<file path="src/rtl/flit_injector.sv">
// Requester-side flit source for one router input port: turns a packet
// descriptor plus a payload word stream into header/body/tail flits for the arbiter.
module flit_injector #(
    parameter int DATA_W = 32,
    parameter int SLACK  = 4
) (
    input  logic              clk,
    input  logic              rst,
    input  logic              pkt_valid,
    output logic              pkt_ready,
    input  logic [11:0]       pkt_len,
    input  logic [DATA_W-1:0] pkt_hdr,
    input  logic              in_valid,
    output logic              in_ready,
    input  logic [DATA_W-1:0] in_data,
    input  logic              grant,
    output logic              req,
    output logic [2:0]        flit_id,
    output logic [11:0]       length,
    output logic [DATA_W-1:0] flit_data,
    output logic              flit_xfer,
    output logic              busy
);

    typedef enum logic [2:0] {
        S_IDLE,
        S_HEAD,
        S_BODY,
        S_TAIL,
        S_WAIT
    } state_t;

    localparam logic [2:0] ID_NONE = 3'b000;
    localparam logic [2:0] ID_HEAD = 3'b001;
    localparam logic [2:0] ID_BODY = 3'b010;
    localparam logic [2:0] ID_TAIL = 3'b100;

    state_t            state_q, state_d;
    logic              req_q, req_d;
    logic              busy_q, busy_d;
    logic              pkt_ready_q, pkt_ready_d;
    logic [2:0]        id_q, id_d;
    logic [11:0]       len_q, len_d;
    logic [11:0]       rem_q, rem_d;
    logic [DATA_W-1:0] data_q, data_d;
    logic [11:0]       eff;
    logic              load;

    function automatic logic [11:0] sat_budget(input logic [11:0] flits);
        logic [31:0] sum;
        sum = {20'd0, flits} + 32'(SLACK);
        return (sum > 32'd4095) ? 12'd4095 : sum[11:0];
    endfunction

    assign eff = (pkt_len < 12'd2) ? 12'd2 : pkt_len;

    always_comb begin
        state_d   = state_q;
        req_d     = req_q;
        busy_d    = busy_q;
        id_d      = id_q;
        len_d     = len_q;
        rem_d     = rem_q;
        data_d    = data_q;
        in_ready  = 1'b0;
        flit_xfer = 1'b0;
        load      = 1'b0;

        case (state_q)
            S_IDLE: begin
                if (pkt_valid && pkt_ready_q) begin
                    len_d   = sat_budget(eff);
                    rem_d   = eff - 12'd1;
                    id_d    = ID_HEAD;
                    data_d  = pkt_hdr;
                    req_d   = 1'b1;
                    busy_d  = 1'b1;
                    state_d = S_HEAD;
                end
            end
            S_HEAD, S_BODY: begin
                flit_xfer = grant;
                if (grant) begin
                    if (in_valid) begin
                        load = 1'b1;
                    end else begin
                        // Current flit is gone but the next word is late: present nothing.
                        id_d    = ID_NONE;
                        state_d = S_WAIT;
                    end
                end
            end
            S_TAIL: begin
                flit_xfer = grant;
                if (grant) begin
                    req_d   = 1'b0;
                    busy_d  = 1'b0;
                    id_d    = ID_NONE;
                    state_d = S_IDLE;
                end
            end
            S_WAIT: begin
                if (in_valid) begin
                    load = 1'b1;
                end
            end
            default: state_d = S_IDLE;
        endcase

        // rem_q counts payload words still to load, including this one.
        if (load) begin
            in_ready = 1'b1;
            data_d   = in_data;
            rem_d    = rem_q - 12'd1;
            if (rem_q == 12'd1) begin
                id_d    = ID_TAIL;
                state_d = S_TAIL;
            end else begin
                id_d    = ID_BODY;
                state_d = S_BODY;
            end
        end
    end

    assign pkt_ready_d = (state_d == S_IDLE);

    always_ff @(posedge clk or negedge rst) begin
        if (!rst) begin
            state_q     <= S_IDLE;
            req_q       <= 1'b0;
            busy_q      <= 1'b0;
            pkt_ready_q <= 1'b0;
            id_q        <= ID_NONE;
            len_q       <= 12'd0;
            rem_q       <= 12'd0;
            data_q      <= '0;
        end else begin
            state_q     <= state_d;
            req_q       <= req_d;
            busy_q      <= busy_d;
            pkt_ready_q <= pkt_ready_d;
            id_q        <= id_d;
            len_q       <= len_d;
            rem_q       <= rem_d;
            data_q      <= data_d;
        end
    end

    assign req       = req_q;
    assign busy      = busy_q;
    assign pkt_ready = pkt_ready_q;
    assign flit_id   = id_q;
    assign length    = len_q;
    assign flit_data = data_q;

endmodule

</file>
<file path="config.mk">
export PLATFORM = sky130hd
export DESIGN_NAME = flit_injector
export DESIGN_NICKNAME = d
export VERILOG_FILES = /design/src/rtl/flit_injector.sv
export SDC_FILE = /design/constraint.sdc
export NUM_CORES = 1
export LEC_CHECK = 0
export ABC_AREA = 1
export BUFFER_PORTS_ARGS = -buffer_cell sky130_fd_sc_hd__buf_2
export CAP_MARGIN = 20
export CORE_AREA = 5 5 94 96
export CTS_CLUSTER_SIZE = 12
export DETAILED_ROUTE_END_ITERATION = 8
export DIE_AREA = 0 0 99 101
export PLACE_DENSITY_LB_ADDON = 0.05
export SYNTH_ARGS = -nofsm -noshare
export SYNTH_HDL_FRONTEND = slang
export SYNTH_SLANG_ARGS = --single-unit
</file>
<file path="constraint.sdc">
create_clock -name clk -period 2.84 [get_ports clk]
set_clock_uncertainty 0.15 [all_clocks]
set_input_delay 0.142 -clock clk [delete_from_list [all_inputs] [get_ports clk]]
set_output_delay 0.142 -clock clk [all_outputs]
set_load 0.1 [all_outputs]
</file>
Word-level counts from Yosys, hierarchy flattened
Index checks and enable logic that the tools add are counted.

Flip-flop bits (word level): 64. Latch bits: 0. Memory bits (writable): 0. ROM bits: 0. Bits of input ports: 81. Output and inout bits: 52. Logic and storage cells: 66. Memories: 0.

$add $sub $neg: 3. $mul: 0. Divide/modulo/power cells: 0. $lt $le $gt $ge: 2. Equality and inequality tests: 11. Shift operators: 0. Multiplexer cells: 30. Bitwise logic cells: 0. Reductions and logical operators: 13.

Operator list (count): $mux W32 (3); $mux W12 (5); $mux W3 (11); $sub A12 B1 Y12 const B (2); $add A12 B3 Y13 const B (1); $gt A13 B12 Y1 const B (1); $eq A12 B1 Y1 const B (1); $lt A12 B2 Y1 const B (1); $ne A3 B3 Y1 const B (4); $pmux W3 S4 (1); $pmux W3 S3 (1); $mux W1 (7); $eq A3 B2 Y1 const B (2); $logic_not A3 Y1 (2); $reduce_bool A2 Y1 (3); $reduce_and A5 Y1 (1); $ne A2 B2 Y1 const B (2); $pmux W1 S2 (2); $reduce_and A2 Y1 (2); $reduce_bool A4 Y1 (1); $eq A3 B1 Y1 const B (1); $eq A3 B3 Y1 const B (1); $reduce_and A3 Y1 (1); $reduce_or A3 Y1 (1); 2 further kinds (2).

Longest topological paths before layout
Word-level depth: 6. Mapped depth: 16. Depth with buffers taken out: 15.

Worst setup path after synthesis
No wires, ideal clock.

Path type: register -> register. Start: register state_q[1]. End: register id_q[2], in the netlist flit_id[2]. Setup time: 121 ps. Arrival time: 3116 ps. Required time: 2569 ps. Path slack: -547 ps. Stages on the path, launching flop included: 6. Path buffers: 0. Clock period less this slack: 3387 ps. Cell sequence: dfrtp_1 -> nor2_4 -> nor3_1 -> o21ai_1 -> nand3_1 -> nand2_1.

Cells in the longest elaborated chain, start to end: 5. Elaborated cells on any way between the ends: 15. Classes of those cells: 8 x eq/ne; 3 x mux; 4 x reduce/logical.

Ends and longest elaborated chain: start: declaration (RTL line 38) `state_t state_q, state_d;`; start signal: assignment (RTL line 138) `state_q <= state_d;`; $eq A3 B1 Y1 or $eq A3 B2 Y1 (tied branches) (RTL line 69) `case (state_q)`; $reduce_or A2 Y1 (RTL line 69); $pmux W1 S2 (RTL line 69); $ne A3 B3 Y1 (no source line) or $reduce_bool A4 Y1 (tied branches); $reduce_and A5 Y1 (no source line); end signal: assignment (RTL line 142) `id_q <= id_d;`; end: declaration (RTL line 42) `logic [2:0] id_q, id_d;`.

Several ways; a longest one is shown, not always the timed one. A chain may end at the register's enable or synchronous reset.

Worst setup path after layout
Start: register state_q[1]. End: register data_q[26], in the netlist flit_data[26].

Cells in the longest elaborated chain, start to end: 5. Elaborated cells on any way between the ends: 10. Classes of those cells: 3 x eq/ne; 2 x mux; 5 x reduce/logical.

Ends and longest elaborated chain: $eq A3 B1 Y1 or $eq A3 B2 Y1 (tied branches) (RTL line 69); $reduce_or A2 Y1 (RTL line 69); $pmux W1 S2 (RTL line 69); $reduce_bool A2 Y1 (no source line); $reduce_and A2 Y1 (no source line); end signal: assignment (RTL line 145) `data_q <= data_d;`; end: declaration (RTL line 45) `logic [DATA_W-1:0] data_q, data_d;`.

Several ways; a longest one is shown, not always the timed one.

==> impl_metrics.toml <==
[logic_synthesis]
synthTopCellsByCount = "nand2_1, dfrtp_1, nor2_1"
ys_seq_area_share_pct = 42.60
synth.avg_cell_area_um2 = 8.103
synth_largest_area_cell = "dfrtp_1"
async_flop_share_pct = 100.0
yosysUniqueCellTypes = 40
netlist.area_leader.share_pct = 42.60
mappedNetlistArea_mm2 = 0.003760
synth-seq-cells = 64
synth_warnings = 0
synth_edf_count = 0
synthTopCellsByArea = "dfrtp_1, nand2_1, a22oi_1"
synthesis.nets = 553
synth_cells = 464
synth_most_common_cell = "nand2_1"
synthFlopType = "dfrtp_1"

[worst_setup_path]
cp.arrival_ns = 2.69
path_class = "register to register"
end_kind = "register"
crit_fanout = 32
crit_chain = "nor2_4, nand4_4, inv_4, buf_4, a22oi_1, dlygate4sd3_1, nand2_1"
critPathSlowestCell = "dlygate4sd3_1"
cp.depth = 7
crit_family = "buffers and inverters"
cp-start-kind = "register"
critPathMaxStageDelay_ns = 0.60
required_ns = 2.97
timing.rr.start = "state_q[1]$_DFF_PN0_"
worstRegToRegCells = 7
r2r_slack_ns = 0.28
startpoint = "state_q[1]$_DFF_PN0_"
r2r-end = "flit_data[26]$_DFFE_PN0P_"
critPathBufInv = 3
crit_end = "flit_data[26]$_DFFE_PN0P_"

[clocking]
cts_tree = "done"
cts_setup_buffers = 0
insertion_delay_ns = 0.35
clkSinkCount = 64
cts_buffers = 9
h-tree-depth = 3
clockBufferDepth = 2
cts-root-buf = "clkbuf_8"
ctsResizeCount = 0
clk_transition_reported_paths_ns = 0.07

[final_layout]
drive_gt1_share_pct = 29.15
seq_area_mm2 = 0.001602
final_design_area_no_fill_mm2 = 0.005249
area_delta_synth_final_pct = 39.60
layout.nets = 748
final_util_pct = 65.87
antenna_cells = 0
fillers = 660
multi_input_area_mm2 = 0.001827

[hold_path]
holdCritPathClass = "primary input to register"

[route]
wire_per_inst_um = 15.10
vias_per_cell = 5.040
drc = 0
num_vias = 3866
dr.pass1.iters = 5
wl_um = 11580
drtIter0Drc = 133
postRouteAntennaNets = 0

[floorplanning]
core-area_mm2 = 0.007969
die_area_mm2 = 0.009999
die_h_um = 101
initial_core_util_pct = 47.18
dieWidth_um = 99
boundaryPins = 133
rows = 33

[sta]
hold_violations = 0
setup-violations-final = 0
tns_ns = 0
relSlewSlack_pct = 42.61
fin_ws_ns = 0.2783
fin_crit_sh_pct = 90.20
worst_pin_slew_ns = 0.8599
timing.fmax_mhz = 390.4
rsz0062_at_grt = "no"
slew_violations = 0
finalCriticalPeriod_ns = 2.562

[placed_design]
gp_congestion = 0.8688
dpl_cell_area_mm2 = 0.004412
io_buffers = 132
dp_hpwl_um = 7757
dp_slack_ns = 0.5398

[grt]
grt_pass1_wl_um = 18990
antenna_found_initial = 0
grt_max_degree = 41
track_usage_pct = 23.65
grt_pass1_vias = 3983
gr-total-overflow = 0

[flow_run]
maxCapViolCount = 0

[outcome]
status = "finished, final reports clean"
final cells by class:
class | instances | area share [%]
clock buffer | 10 | 2.622
clock inverter | 4 | 0.4291
inverter | 42 | 3.051
multi-input combinational | 338 | 34.80
sequential | 64 | 30.51
tap | 105 | 2.503
timing repair buffer | 204 | 26.08
worst min-delay path by stage:
stage | depth (start not counted) | startpoint | slack (ns) | end
final | 3 | pkt_len[0] | 0.005 | length[0]$_DFFE_PN0P_
after global routing | 3 | pkt_len[0] | 0.02 | length[0]$_DFFE_PN0P_
after CTS | 3 | pkt_len[0] | 0.0003 | length[0]$_DFFE_PN0P_
after detailed placement | 1 | rst | -0.03 | flit_data[9]$_DFFE_PN0P_
after global placement | 1 | rst | -0.04 | flit_data[9]$_DFFE_PN0P_
after floorplan | 0 | rst | -0.30 | busy$_DFFE_PN0P_
routing by layer:
metal	wire (µm)	track usage, %	up-vias	share of wire (%)
met4	212	8.508	0	1.8
met5	0	0	-	0
li1	-	-	1903	-
met3	728	4.637	22	6.3
met1	4624	28.22	1803	40
met2	6017	42.30	138	52
sequential cells by signal (all words and copies together) (netlist names):
register	flops
state_q	3
length	12
busy	1
rem_q	12
flit_id	3
flit_data	32
pkt_ready	1
per-stage QoR:
| stage | cells | hold WS [ns] |
|---|---|---|
| 3_5_place_dp | 685 | -0.03128 |
| 5_1_grt | 767 | 0.02297 |
| 6_report | 767 | 0.004917 |
| 4_1_cts | 766 | 0.0002910 |
| 3_3_place_gp | 685 | -0.03888 |
| 2_1_floorplan | 464 | -0.3036 |
placed cells by master (no fill, tap or decap), drive strengths merged:
| cell | instances |
|---|---|
| nand3 | 32 |
| nand4 | 6 |
| clkinvlp | 1 |
| clkbuf | 10 |
| a31oi | 2 |
| or2 | 1 |
| inv | 42 |
| nor3 | 11 |
| dlygate4sd3 | 67 |
| a22oi | 28 |
| a21oi | 15 |
| clkinv | 3 |
| o22ai | 2 |
| o221ai | 2 |
| dfrtp | 64 |
| o21a | 1 |
| buf | 137 |
| nand3b | 1 |
| ha | 8 |
| nand2 | 156 |
| o21ai | 10 |
| o211ai | 4 |
| xnor2 | 2 |
| nor2 | 46 |
| xor2 | 11 |
timing repair:
action                                  CTS  global route
hold buffers                             67             0
hold endpoints to repair                 52             0
endpoints found under the setup margin    0             4
tightest hold or removal path, stage by stage:
cell	delay, ns
buf_2	0.12
nand2_1	0.12
a21oi_2	0.07
cell families (layout without fill, tap and decap cells):
| group | Yosys count | count (layout) | share of synthesized area, % |
|---|---|---|---|
| AOI/OAI and AO/OA | 64 | 64 | 12.41 |
| buffers and inverters | 63 | 260 | 9.118 |
| DFF | 64 | 64 | 42.60 |
| adders and majority gates | 8 | 8 | 2.662 |
| and+or+nand+nor | 252 | 253 | 30.18 |
| xor gates and xnor gates | 13 | 13 | 3.028 |
Power is not shown: default switching activity piles up to over one toggle a cycle in this logic, so the estimate is an artifact.
